`src/rtl/mask_acc_64b.sv`:
```
// ============================================================================
// Module   : mask_acc_64b
// Purpose  : ORs each burst of one-hot beats into a 64-bit set mask and
//            reports mask, population count, duplicate and malformed flags.
// Revision : 1.0 - initial release
// ============================================================================
`default_nettype none

module mask_acc_64b #(
    parameter int OUT_REG = 1
) (
    input  logic        clk_i,
    input  logic        rst_i,
    input  logic [63:0] in_data_i,
    input  logic        in_valid_i,
    output logic [63:0] out_mask_o,
    output logic [6:0]  out_count_o,
    output logic        out_dup_o,
    output logic        out_err_o,
    output logic        out_valid_o
);

    typedef enum logic [0:0] {
        S_IDLE = 1'b0,
        S_ACC  = 1'b1
    } state_t;

    state_t      r_state_q,    w_state_d;
    logic [63:0] r_acc_mask_q, w_acc_mask_d;
    logic [6:0]  r_acc_cnt_q,  w_acc_cnt_d;
    logic        r_acc_dup_q,  w_acc_dup_d;
    logic        r_acc_err_q,  w_acc_err_d;

    logic w_one_hot;
    logic w_hit;
    logic w_end;

    // The accumulator is all-zero whenever the FSM is idle, so the first beat
    // of a burst is naturally classified against an empty mask.
    assign w_one_hot = (in_data_i != 64'd0) && ((in_data_i & (in_data_i - 64'd1)) == 64'd0);
    assign w_hit     = |(in_data_i & r_acc_mask_q);
    assign w_end     = (r_state_q == S_ACC) && !in_valid_i;

    always_comb begin
        w_state_d    = r_state_q;
        w_acc_mask_d = r_acc_mask_q;
        w_acc_cnt_d  = r_acc_cnt_q;
        w_acc_dup_d  = r_acc_dup_q;
        w_acc_err_d  = r_acc_err_q;
        if (in_valid_i) begin
            w_state_d = S_ACC;
            if (!w_one_hot) begin
                w_acc_err_d = 1'b1;
            end else if (w_hit) begin
                w_acc_dup_d = 1'b1;
            end else begin
                w_acc_mask_d = r_acc_mask_q | in_data_i;
                w_acc_cnt_d  = r_acc_cnt_q + 7'd1;
            end
        end else if (r_state_q == S_ACC) begin
            w_state_d    = S_IDLE;
            w_acc_mask_d = 64'd0;
            w_acc_cnt_d  = 7'd0;
            w_acc_dup_d  = 1'b0;
            w_acc_err_d  = 1'b0;
        end
    end

    always_ff @(posedge clk_i) begin
        if (rst_i) begin
            r_state_q    <= S_IDLE;
            r_acc_mask_q <= 64'd0;
            r_acc_cnt_q  <= 7'd0;
            r_acc_dup_q  <= 1'b0;
            r_acc_err_q  <= 1'b0;
        end else begin
            r_state_q    <= w_state_d;
            r_acc_mask_q <= w_acc_mask_d;
            r_acc_cnt_q  <= w_acc_cnt_d;
            r_acc_dup_q  <= w_acc_dup_d;
            r_acc_err_q  <= w_acc_err_d;
        end
    end

    generate
        if (OUT_REG == 0) begin : g_out_comb
            assign out_valid_o = w_end && !rst_i;
            assign out_mask_o  = r_acc_mask_q;
            assign out_count_o = r_acc_cnt_q;
            assign out_dup_o   = r_acc_dup_q;
            assign out_err_o   = r_acc_err_q;
        end else begin : g_out_reg
            logic        r_out_valid_q, w_out_valid_d;
            logic [63:0] r_out_mask_q,  w_out_mask_d;
            logic [6:0]  r_out_count_q, w_out_count_d;
            logic        r_out_dup_q,   w_out_dup_d;
            logic        r_out_err_q,   w_out_err_d;

            // Data is captured only at a burst end and otherwise held.
            always_comb begin
                w_out_valid_d = w_end;
                w_out_mask_d  = r_out_mask_q;
                w_out_count_d = r_out_count_q;
                w_out_dup_d   = r_out_dup_q;
                w_out_err_d   = r_out_err_q;
                if (w_end) begin
                    w_out_mask_d  = r_acc_mask_q;
                    w_out_count_d = r_acc_cnt_q;
                    w_out_dup_d   = r_acc_dup_q;
                    w_out_err_d   = r_acc_err_q;
                end
            end

            always_ff @(posedge clk_i) begin
                if (rst_i) begin
                    r_out_valid_q <= 1'b0;
                    r_out_mask_q  <= 64'd0;
                    r_out_count_q <= 7'd0;
                    r_out_dup_q   <= 1'b0;
                    r_out_err_q   <= 1'b0;
                end else begin
                    r_out_valid_q <= w_out_valid_d;
                    r_out_mask_q  <= w_out_mask_d;
                    r_out_count_q <= w_out_count_d;
                    r_out_dup_q   <= w_out_dup_d;
                    r_out_err_q   <= w_out_err_d;
                end
            end

            assign out_valid_o = r_out_valid_q;
            assign out_mask_o  = r_out_mask_q;
            assign out_count_o = r_out_count_q;
            assign out_dup_o   = r_out_dup_q;
            assign out_err_o   = r_out_err_q;
        end
    endgenerate

endmodule

`default_nettype wire

```
`config.mk`:
```
export PLATFORM = sky130hd
export DESIGN_NAME = mask_acc_64b
export DESIGN_NICKNAME = d
export VERILOG_FILES = /design/src/rtl/mask_acc_64b.sv
export SDC_FILE = /design/constraint.sdc
export NUM_CORES = 1
export LEC_CHECK = 0
export ABC_AREA = 1
export CAP_MARGIN = 20
export CORE_MARGIN = 4
export CORE_UTILIZATION = 56
export CTS_BUF_LIST = sky130_fd_sc_hd__clkbuf_16
export DETAILED_ROUTE_END_ITERATION = 16
export GPL_TIMING_DRIVEN = 0
export PLACE_DENSITY_LB_ADDON = 0.05
export SLEW_MARGIN = 20
export SYNTH_ARGS = -nofsm -noshare
export SYNTH_HDL_FRONTEND = slang
export SYNTH_SLANG_ARGS = --single-unit
```
`constraint.sdc`:
```
create_clock -name clk_i -period 5.95 [get_ports clk_i]
set_input_delay 0.8925 -clock clk_i [delete_from_list [all_inputs] [get_ports clk_i]]
set_output_delay 0.8925 -clock clk_i [all_outputs]
set_load 0.005 [all_outputs]
```
Word-level counts from Yosys, hierarchy flattened

Index checks and enable logic that the tools add are counted.

Bits in registers: 148
Input port bits: 67
Output and inout port bits: 74
Word-level logic and storage cells: 44

$add $sub $neg: 2
Equal/unequal tests: 4
Muxes and demuxes: 15
Bitwise logic cells: 3
Reduce and logical (&&, ||, !) cells: 10

Operators with widths:

| kind                                                  | number |
|---|---|
| two-way mux 64 bit                                    | 4 |
| bitwise AND 64 bit                                    | 2 |
| zero test 64 bit                                      | 1 |
| bitwise OR 64 bit                                     | 1 |
| nonzero test 64 bit                                   | 1 |
| OR reduction 64 bit                                   | 1 |
| subtractor 64 x 1 -> 64 bit, second input constant    | 1 |
| two-way mux 7 bit                                     | 4 |
| adder 7 x 1 -> 7 bit, second input constant           | 1 |
| two-way mux 1 bit                                     | 7 |
| AND reduction 3 bit                                   | 2 |
| inequality test 2 x 1 -> 1 bit, second input constant | 2 |
| inequality test 2 bit, second input constant          | 2 |
| logical AND 1 bit                                     | 2 |
| AND reduction 2 bit                                   | 1 |
| nonzero test 2 bit                                    | 1 |
| zero test 1 bit                                       | 1 |

Depth between registers and ports, before layout

Gate-level depths: netlist of run 1.

Word-level depth: 6
Gate-level depth with buffers: 18
Gate-level depth less buffers: 18

Worst setup path before layout of run 1

Ideal clock, no wire load.

Path kind: input port to flip-flop
Start point: input port in_data_i[6]
End point: register r_acc_mask_q[48]
Library setup time: 0.069 ns
Data arrival time: 2.563 ns
Required time: 5.881 ns
Setup slack: 3.318 ns
Stages on the path: 16
Buffers on the path: 1
Path through: nor2_1 > nand2_1 > nor2_4 > nand2_1 > nor2_2 > nand2_1 > o21ai_1 > nand2_1 > nor2_1 > nand2_1 > nor2_4 > nand3_4 > nand2_4 > buf_6 > nand2_2 > a21oi_2

Longest elaborated chain between the ends: 6
Elaborated cells between the ends (all ways): 10
Classes of those cells: add/sub: 1; eq/ne: 2; bitwise: 2; reduce/logical: 5

RTL lines:

| what                                            | line | text |
|---|---|---|
| from (decl)                                     | 14   | `input logic [63:0] in_data_i,` |
| subtractor 64 x 1 -> 64 bit                     | 40   | `assign w_one_hot = (in_data_i != 64'd0) && ((in_data_i & (in_data_i - 64'd1)) == 64'd0);` |
| bitwise AND 64 bit                              | 40   |  |
| zero test 64 bit                                | 40   |  |
| logical AND 1 bit                               | 40   |  |
| inequality test 2 x 1 -> 1 bit (no source line) | --   |  |
| AND reduction 3 bit (no source line) (*)        | --   |  |
| to (signal assigned)                            | 78   | `r_acc_mask_q <= w_acc_mask_d;` |
| to (decl)                                       | 29   | `logic [63:0] r_acc_mask_q, w_acc_mask_d;` |

Mark *: on every way between the ends. The rest lies on a longest branch, timed or not.
A chain may end at the register's enable or synchronous reset.

Worst setup path in the final report of run 1

Start point: input port in_data_i[22]
End point: register r_acc_mask_q[40]

Same word-level chain as after synthesis.

==> results of run 1 <==
state kept, by name, summed over array words and instances, names as in the netlist:
| register | cells |
|---|---|
| out_dup_o | 1 |
| r_acc_err_q | 1 |
| out_valid_o | 1 |
| out_mask_o | 64 |
| out_count_o | 7 |
| r_acc_cnt_q | 7 |
| out_err_o | 1 |
| r_acc_mask_q | 64 |
| r_acc_dup_q | 1 |
| r_state_q | 1 |
synth_stat cells (all sizes together):
cell type / number
o2111ai: 3
dfxtp: 148
buf: 8
nor3: 8
nand3: 97
nor4: 3
a21oi: 72
nor3b: 1
a221oi: 1
inv: 108
o21ai: 91
a21boi: 2
nand2: 330
clkbuf: 30
nor2: 163
clkinv: 1
ha: 1
xor2: 3
and2: 5
nand4: 18
placed cells by master, fill, tap and decap left out, types with 4 or more instances in the layout:
cell	netlist	layout
nand2_1	318	318
nor2_1	156	156
dfxtp_1	148	148
clkdlybuf4s50_1	0	139
inv_1	105	107
nand3_1	96	96
o21ai_0	88	88
a21oi_1	62	62
clkbuf_1	30	30
nand4_1	18	18
clkbuf_16	0	17
nand2_2	11	11
a21oi_2	10	10
nor3_1	8	8
buf_6	7	7
and2_1	5	5
nor2_2	4	4
clkinv_2	0	4
cells by family (layout without fill, tap and decap cells):
kind of cell	Yosys count	after routing	share of synthesized area (%)
simple gates	625	625	36.8
compound gates	169	169	12.7
flops	148	148	41.5
buf+inv	147	317	8.47
xor+xnor	3	3	0.368
fa+ha+maj	1	1	0.175
per-layer routing:
| layer | track usage, % | part of all wire, % | up-vias |
|---|---|---|---|
| li1 | - | - | 3830 |
| met1 | 47.7 | 40 | 3741 |
| met2 | 56.9 | 46 | 471 |
| met3 | 7.97 | 10 | 73 |
| met4 | 14.4 | 3.7 | 0 |
| met5 | 0 | 0 | - |
power by group:
part	internal (mW)	total [mW]	switching, mW
registers	1.01	1.02	0.00929
logic	0.0846	0.235	0.151
clock network	0.570	1.01	0.438
worst min path at each step:
stage / start / endpoint / slack [ns] / depth (start not counted)
6_report: r_acc_mask_q[27] / r_acc_mask_q[27] / 0.47 / 2
3_5_place_dp: r_acc_mask_q[31] / r_acc_mask_q[31] / 0.46 / 2
4_1_cts: r_acc_mask_q[31] / r_acc_mask_q[31] / 0.47 / 2
3_3_place_gp: r_acc_err_q / r_acc_err_q / 0.44 / 2
5_1_grt: r_acc_mask_q[41] / r_acc_mask_q[41] / 0.49 / 2
2_1_floorplan: r_acc_err_q / r_acc_err_q / 0.43 / 2
per-stage QoR:
| step | util [%] | instance area [µm²] | total power [mW] | setup WS (ns) | cells |
|---|---|---|---|---|---|
| floorplan | - | 7140 | 1.14 | 3.32 | 1093 |
| global placement | 71.3 | 8740 | 1.26 | 2.11 | 1400 |
| detailed placement | 71.3 | 8740 | 1.27 | 2.09 | 1400 |
| CTS | 75.7 | 9280 | 2.25 | 2.52 | 1431 |
| global route | 75.7 | 9280 | 2.32 | 2.23 | 1431 |
| finish | 75.7 | 9280 | 2.26 | 2.37 | 1431 |
layout make-up:
| type | instances | share of cell area (%) |
|---|---|---|
| clock inverters | 14 | 1.23 |
| multi-input cells | 798 | 38.5 |
| inverters | 109 | 4.41 |
| flip-flops and latches | 148 | 31.9 |
| repair buffers | 139 | 15.0 |
| clock buffers | 17 | 4.59 |
| well taps | 168 | 2.27 |
| plain buffers | 38 | 2.10 |
worst register-to-register path: cells and delay by family, from the launching register on:
family	cells	cell delay, ns
AND/OR/NAND/NOR	8	1.63
flip-flops	1	0.31
AO/OA/AOI/OAI	1	0.16
buffers and inverters	1	0.18
==> results_dict.tcl, run 1 <==
set metrics [dict create \
    synth_top_area_share_pct 41.5 \
    max_stage_delay_ns 0.54 \
    cts.sinks 148 \
    dpl.hpwl_um 20300 \
    ctsResizeCount 0 \
    yosys-top-cells-area "dfxtp_1 (42%), nand2_1 (17%), nor2_1 (8.2%), nand3_1 (6.7%), o21ai_0 (6.2%)" \
    crit_arrival_ns 3.93 \
    ys_ff_latch 148 \
    cts_tree "built" \
    grt_pass1_wl_um 40600 \
    wirelength_um 26100 \
    pin_count 141 \
    num_rows 40 \
    grt_usage_pct 36.0 \
    die_w_um 121 \
    skew_ns 0.00970 \
    clk_path_buf_depth 2 \
    core_um2 12300 \
    worstPathMaxFanout 10 \
    synth_fp_nets 1161 \
    drtPass1Iterations 5 \
    r2r_start "r_acc_mask_q[55]" \
    viasPerCell 5.67 \
    fin_crit_sh_pct 60.2 \
    fillers 971 \
    fmax_ghz 0.279 \
    drive_above_1_share_pct 5.38 \
    tightest_slew_ns 0.679 \
    crit_cells 17 \
    r2r-end "r_acc_mask_q[40]" \
    numPortBuffers 139 \
    final-max-slew-violation-count 0 \
    vias 8115 \
    cts-root-buf "clkbuf_16" \
    synth_area_per_cell_um2 6.53 \
    clk_latency_ns 0.43 \
    ctsHoldBuffers 0 \
    path_clk_slew_ns 0.06 \
    rsz0062_at_grt "false" \
    synth.cell_area_um2 7140 \
    start_util_pct 58.2 \
    detail_route.wl_per_cell_um 18.2 \
    p_leak_nw 3.33 \
    grt_max_degree 17 \
    worstSetupPathType "in -> reg" \
    ir_worst_vdd_v 0.000195 \
    yosysSeqAreaShare_pct 41.5 \
    drc_errors 0 \
    crit_path_start "in_data_i[22]" \
    grt_pass1_vias 7710 \
    worstPathCellList "clkdlybuf4s50_1 > nor2_1 > nand2_1 > nor2_1 > nand2_1 > nor2_2 > nor2_1 > nor2_1 > nand2_1 > nor2_1 > nand3_1 > nor2_2 > nand3_4 > nand2_4 > buf_6 > nand2_1 > a21oi_1" \
    fp.dieH_um 121 \
    critPathRequiredTime_ns 6.30 \
    cp-start-kind "input pin" \
    rrSetupSlack_ns 3.57 \
    status "complete, no violations" \
    ys_warn_count 0 \
    finish.net_count 1319 \
    num_antenna_cells 0 \
    fin_crit_ns 3.58 \
    cp_slowest_cell "clkdlybuf4s50_1" \
    synth_top_area_cell "dfxtp_1" \
    tns_ns 0 \
    endpoint_kind "flop" \
    syn2layout_area_growth_pct 30.0 \
    multi_input_area_um2 3570 \
    setup_viol 0 \
    maxSlewHeadroom_pct 54.8 \
    regArea_um2 2960 \
    grt_overflow 0 \
    cp-endpoint "r_acc_mask_q[40]" \
    hold_slack_ns 0.470 \
    holdCritPathClass "reg -> reg" \
    netlist-cell-type-count 30 \
    drt_iter0_markers 1086 \
    gp_congestion 1.06 \
    r2r_cells 10 \
    cpMostUsedCell "nor2_1" \
    post_cts_buffers 0 \
    cts.htree.levels 4 \
    numCtsBuffers 17 \
    dieArea_um2 14600 \
    cpLargestDelayFamily "simple AND/OR/NAND/NOR gates" \
    power.density_nw_per_um2 244 \
    antenna_found_initial 0 \
    cp.buffers_inverters 2 \
    synth_cells 1093 \
    hold_viol 0 \
    max-cap-violations 0 \
    drtAntennaViolNets 0 \
]
No activity file was read; power rests on OpenSTA's default activity.
==> run 2, diff against run 1 <==
--- a/config.mk
+++ b/config.mk
@@ -8,7 +8,7 @@
 export ABC_AREA = 1
 export CAP_MARGIN = 20
 export CORE_MARGIN = 4
-export CORE_UTILIZATION = 56
+export CORE_UTILIZATION = 52
 export CTS_BUF_LIST = sky130_fd_sc_hd__clkbuf_16
 export DETAILED_ROUTE_END_ITERATION = 16
 export GPL_TIMING_DRIVEN = 0
==> constraint.sdc (replaced) <==
create_clock -name clk_i -period 3.4 [get_ports clk_i]
set_input_delay 0.51 -clock clk_i [delete_from_list [all_inputs] [get_ports clk_i]]
set_output_delay 0.51 -clock clk_i [all_outputs]
set_load 0.005 [all_outputs]
==> run 2 against run 1 <==
- total power is 78% higher
- global-route usage is 2.2 points lower
- utilization down 5.9 points
- first-iteration DRC count fell by 23%
- sequential cell count unchanged
- clock skew increased by 0.00088 ns
- clock power increased by 80%
- non-clock buffer count did not move
- largest power group is now clock
==> results_dict.tcl, run 2 (synthesis gave the netlist of run 1 again) <==
set metrics [dict create \
    drive_above_1_share_pct 5.38 \
    fp.dieH_um 125 \
    clk_latency_ns 0.43 \
    numPortBuffers 139 \
    final_area_um2 9310 \
    clkPwrFrac_pct 45.2 \
    maxSlewHeadroom_pct 52.4 \
    clk_path_buf_depth 2 \
    core_um2 13300 \
    power.density_nw_per_um2 432 \
    status "complete, no violations" \
    fmax_ghz 0.320 \
    pre_cts_slack_ns -0.110 \
    r2r_start "r_acc_mask_q[55]" \
    cts-root-buf "clkbuf_16" \
    final-max-slew-violation-count 0 \
    drtPass1Iterations 7 \
    whs_endpoint "r_acc_mask_q[42]" \
    critPathRequiredTime_ns 3.75 \
    cpMostUsedCell "nor2_1" \
    hold_slack_ns 0.471 \
    die_w_um 125 \
    vias 8055 \
    hold_viol 0 \
    endpoint_kind "flop" \
    crit_arrival_ns 3.48 \
    final_common_cell "nand2_1" \
    grt_overflow 0 \
    grt_pass1_vias 7811 \
    switchingPower_mw 1.09 \
    numCtsBuffers 17 \
    p_seq_share_pct 44.4 \
    cp-start-kind "input pin" \
    worstPathMaxFanout 10 \
    fin_crit_sh_pct 91.8 \
    power.internal_mw 2.92 \
    hold_path_startpoint "r_acc_mask_q[42]" \
    cpLargestDelayFamily "simple AND/OR/NAND/NOR gates" \
    finish.net_count 1319 \
    drt_iter0_markers 834 \
    worstSetupPathType "in -> reg" \
    cp_slowest_cell "clkdlybuf4s50_1" \
    wirelength_um 26700 \
    dpl.hpwl_um 20900 \
    setup_viol 0 \
    gp_congestion 0.947 \
    placed_cell_area_um2 8750 \
    num_antenna_cells 0 \
    tns_ns 0 \
    grt_pass1_wl_um 41800 \
    cts.sinks 148 \
    max-cap-violations 0 \
    rsz0062_at_grt "false" \
    r2r-end "r_acc_mask_q[56]" \
    tightest_slew_ns 0.714 \
    cp.buffers_inverters 2 \
    ir_worst_vdd_v 0.000334 \
    skew_ns 0.0106 \
    p_leak_nw 3.32 \
    drc_errors 0 \
    grt_usage_pct 33.7 \
    start_util_pct 53.5 \
    max_stage_delay_ns 0.55 \
    share_comb_of_total_power_pct 10.4 \
    drtAntennaViolNets 0 \
    p_sw_share_pct 27.2 \
    pin_count 141 \
    holdCritPathClass "reg -> reg" \
    rrSetupSlack_ns 0.91 \
    detail_route.wl_per_cell_um 18.5 \
    whs_path_depth 2 \
    r2r_cells 10 \
    syn2layout_area_growth_pct 30.4 \
    fin_crit_ns 3.12 \
    cts.htree.levels 4 \
    final_cell_mix "nand2_1 (318), nor2_1 (156), dfxtp_1 (148), clkdlybuf4s50_1 (139), inv_1 (105)" \
    num_rows 42 \
    antenna_found_initial 0 \
    path_clk_slew_ns 0.07 \
    worstPathCellList "clkdlybuf4s50_1 > nor2_1 > nand2_1 > nor2_1 > nand2_1 > nor2_4 > nor2_1 > nor2_1 > nand2_1 > nor2_1 > nand3_1 > nor2_2 > nand3_4 > nand2_4 > buf_6 > nand2_2 > a21oi_2" \
    viasPerCell 5.59 \
    fillers 1164 \
    fin_ws_ns 0.278 \
    cts_tree "built" \
    finalCoreUtilization_pct 69.7 \
    dieArea_um2 15700 \
    grt_max_degree 17 \
    post_cts_buffers 0 \
]
-- run 2: changes by cell type in the layout (fill, tap and decap cells not counted), sizes merged --
cell	change
inv	-1
clkinv	+2
-- run 2: worst min-delay path: stages, from the launching register on --
cell and delay, ns:
dfxtp_1 0.31, inv_1 0.06, a21oi_1 0.06
-- run 2: repair_timing --
action / in CTS / in global routing
endpoints found under the setup margin: 0 / 11
hold buffers: 0 / 0
endpoints found under the hold margin: 0 / 0
gates resized for setup: 0 / 1
-- run 2: metal layers --
| layer | up-vias | track usage [%] | wire length [µm] |
|---|---|---|---|
| met4 | 0 | 12.1 | 782 |
| li1 | 3816 | - | - |
| met2 | 384 | 53.8 | 12000 |
| met1 | 3806 | 45.6 | 11500 |
| met5 | - | 0 | 0 |
| met3 | 49 | 6.82 | 2350 |
-- run 2: layout make-up --
class	count	area, µm²	area share, %
flip-flops and latches	148	2960	31.8
multi-input cells	798	3570	38.4
inverters	109	409	4.40
repair buffers	139	1390	15.0
plain buffers	38	195	2.10
well taps	176	220	2.37
clock inverters	15	129	1.38
clock buffers	17	425	4.57
-- run 2: power groups by stage --
stage | Clock [mW] | Combinational (mW) | Sequential (mW)
detailed placement | 0 | 0.404 | 1.82
CTS | 1.80 | 0.407 | 1.78
finish | 1.82 | 0.418 | 1.78
global route | 1.88 | 0.451 | 1.78
floorplan | 0 | 0.184 | 1.82
global placement | 0 | 0.400 | 1.82
-- run 2: per-stage QoR --
step / power, mW / cells
floorplan: 2.00 / 1093
global placement: 2.22 / 1408
detailed placement: 2.22 / 1408
CTS: 3.99 / 1440
global route: 4.12 / 1440
finish: 4.02 / 1440
-- run 2: worst max-delay path by stage --
stage                             start                to  slack [ns]  cells after the start
after floorplan            in_data_i[6]  r_acc_mask_q[48]        1.15                     16
after global placement    in_data_i[22]  r_acc_mask_q[14]       -0.03                     17
after detailed placement   in_data_i[3]    r_acc_cnt_q[2]       -0.11                     17
after CTS                 in_data_i[22]  r_acc_mask_q[56]        0.32                     17
after global routing       in_data_i[3]  r_acc_mask_q[14]        0.05                     17
final                     in_data_i[22]  r_acc_mask_q[56]        0.28                     17
==> run 3, diff against run 2 <==
--- a/config.mk
+++ b/config.mk
@@ -6,12 +6,12 @@
 export NUM_CORES = 1
 export LEC_CHECK = 0
 export ABC_AREA = 1
-export CAP_MARGIN = 20
 export CORE_MARGIN = 4
 export CORE_UTILIZATION = 52
 export CTS_BUF_LIST = sky130_fd_sc_hd__clkbuf_16
 export DETAILED_ROUTE_END_ITERATION = 16
 export GPL_TIMING_DRIVEN = 0
+export MAX_ROUTING_LAYER = met4
 export PLACE_DENSITY_LB_ADDON = 0.05
 export SLEW_MARGIN = 20
 export SYNTH_ARGS = -nofsm -noshare
==> run 3 against run 2 <==
- sequential cell count is the same
- wire length grew 6.0%
- critical endpoint is now r_acc_mask_q[62]
- sequential share of layout area shrank 0.060 points
- largest power group unchanged
- worst hold slack lost 0.0027 ns
- global-route usage grew 2.9 points
- fmax shrank 3.6%
- clock power grew 4%
- die area is the same
==> results_dict.tcl, run 3 (synthesis gave the netlist of run 1 again) <==
set metrics [dict create \
    start_util_pct 53.5 \
    final_common_cell "nand2_1" \
    tightest_slew_ns 0.691 \
    rrSetupSlack_ns 0.74 \
    numPortBuffers 139 \
    cts.htree.levels 4 \
    cts.sinks 148 \
    fp.dieH_um 125 \
    endpoint_kind "flop" \
    crit_arrival_ns 3.59 \
    pin_count 141 \
    cts_tree "built" \
    setup_viol 0 \
    final-max-slew-violation-count 0 \
    viasPerCell 5.77 \
    cts-root-buf "clkbuf_16" \
    dpl.hpwl_um 21900 \
    placed_cell_area_um2 8750 \
    switchingPower_mw 1.10 \
    cp-start-kind "input pin" \
    numCtsBuffers 17 \
    p_leak_nw 3.34 \
    p_sw_share_pct 26.9 \
    grt_overflow 0 \
    clkPwrFrac_pct 46.1 \
    drtAntennaViolNets 0 \
    grt_max_degree 17 \
    post_cts_buffers 0 \
    ctsHoldBuffers 0 \
    fin_crit_sh_pct 95.2 \
    die_w_um 125 \
    rsz0062_at_grt "false" \
    holdCritPathClass "reg -> reg" \
    hold_viol 0 \
    drc_errors 0 \
    drtPass1Iterations 6 \
    detail_route.wl_per_cell_um 19.6 \
    fin_crit_ns 3.24 \
    wirelength_um 28300 \
    final_area_um2 9320 \
    grt_pass1_vias 7802 \
    skew_ns 0.0103 \
    grt_pass1_wl_um 43300 \
    grt_usage_pct 36.6 \
    finalCoreUtilization_pct 69.9 \
    ir_worst_vdd_v 0.000295 \
    cp-endpoint "r_acc_mask_q[62]" \
    antenna_found_initial 1 \
    drt_iter0_markers 1014 \
    hold_slack_ns 0.468 \
    core_um2 13300 \
    max-cap-violations 0 \
    r2r_start "r_acc_mask_q[55]" \
    clk_path_buf_depth 2 \
    crit_path_start "in_data_i[3]" \
    maxSlewHeadroom_pct 53.9 \
    r2r-end "r_acc_mask_q[62]" \
    share_comb_of_total_power_pct 10.4 \
    vias 8312 \
    p_seq_share_pct 43.5 \
    power.density_nw_per_um2 440 \
    worstSetupPathType "in -> reg" \
    clk_latency_ns 0.44 \
    r2r_cells 10 \
    worstPathMaxFanout 10 \
    drive_above_1_share_pct 5.38 \
    fmax_ghz 0.309 \
    fillers 1109 \
    finish.net_count 1319 \
    dieArea_um2 15700 \
    critPathRequiredTime_ns 3.75 \
    tns_ns 0 \
    regArea_um2 2960 \
    num_rows 42 \
    final_cell_mix "nand2_1 (318), nor2_1 (156), dfxtp_1 (148), clkdlybuf4s50_1 (139), inv_1 (105)" \
    path_clk_slew_ns 0.06 \
    ctsResizeCount 0 \
    gp_congestion 0.978 \
    multi_input_area_um2 3570 \
    power.internal_mw 3.00 \
    status "complete, no violations" \
    syn2layout_area_growth_pct 30.7 \
]
==> run 3: cell types whose count changed in the layout (fill, tap and decap cells not counted) <==
cell        change
diode_2         +1
bufinv_16       +1
inv_6           +1
nor2_4          -1
clkinvlp_4      -2
clkinv_1        -1
nor2_2          +1
==> run 3: cell type report <==
class	instances	share of cell area, %
clock inverters	14	1.60
flip-flops and latches	148	31.8
inverters	109	4.39
well taps	176	2.36
plain buffers	38	2.09
clock buffers	17	4.56
multi-input cells	798	38.3
repair buffers	139	14.9
diodes	1	0.0268
==> run 3: worst min path at each step <==
| stage | from | end | slack, ns | cells after the start |
|---|---|---|---|---|
| after floorplan | r_acc_err_q | r_acc_err_q | 0.43 | 2 |
| after global routing | r_acc_err_q | r_acc_err_q | 0.49 | 2 |
| after CTS | r_acc_err_q | r_acc_err_q | 0.46 | 2 |
| after detailed placement | r_acc_err_q | r_acc_err_q | 0.45 | 2 |
| after global placement | r_acc_err_q | r_acc_err_q | 0.44 | 2 |
| final | r_acc_err_q | r_acc_err_q | 0.47 | 2 |
==> run 3: power groups by stage <==
stage | Combinational, mW | Clock [mW] | Sequential, mW
detailed placement | 0.407 | 0 | 1.82
finish | 0.426 | 1.89 | 1.78
global route | 0.456 | 1.95 | 1.78
floorplan | 0.184 | 0 | 1.82
CTS | 0.412 | 1.88 | 1.78
global placement | 0.401 | 0 | 1.82
==> run 3: metal layers <==
metal  GRT usage [%]  vias up  wire, µm  part of all wire [%]
met5               -        -         0                     0
met4            14.5        0      1240                   4.4
met3            7.80      105      2710                   9.6
met2            55.0      536     12500                    44
met1            48.4     3851     11800                    42
li1                -     3820         -                     -
==> run 3: critical path, cell delays in order <==
cell and delay [ns]:
clkdlybuf4s50_1 0.52, nor2_1 0.22, nand2_1 0.21, nor2_1 0.15, nand2_1 0.11, nor2_2 0.27, nor2_1 0.07, nor2_1 0.09
nand2_1 0.10, nor2_1 0.15, nand3_1 0.15, nor2_2 0.20, nand3_4 0.17, nand2_4 0.19, buf_6 0.20, nand2_1 0.09
a21oi_1 0.17
==> run 3: metrics by stage <==
step	setup slack [ns]	instances	total power, mW
floorplan	1.15	1093	2.00
global placement	-0.0326	1408	2.22
detailed placement	-0.142	1408	2.23
CTS	0.288	1439	4.08
global route	0.00720	1440	4.19
finish	0.162	1440	4.10
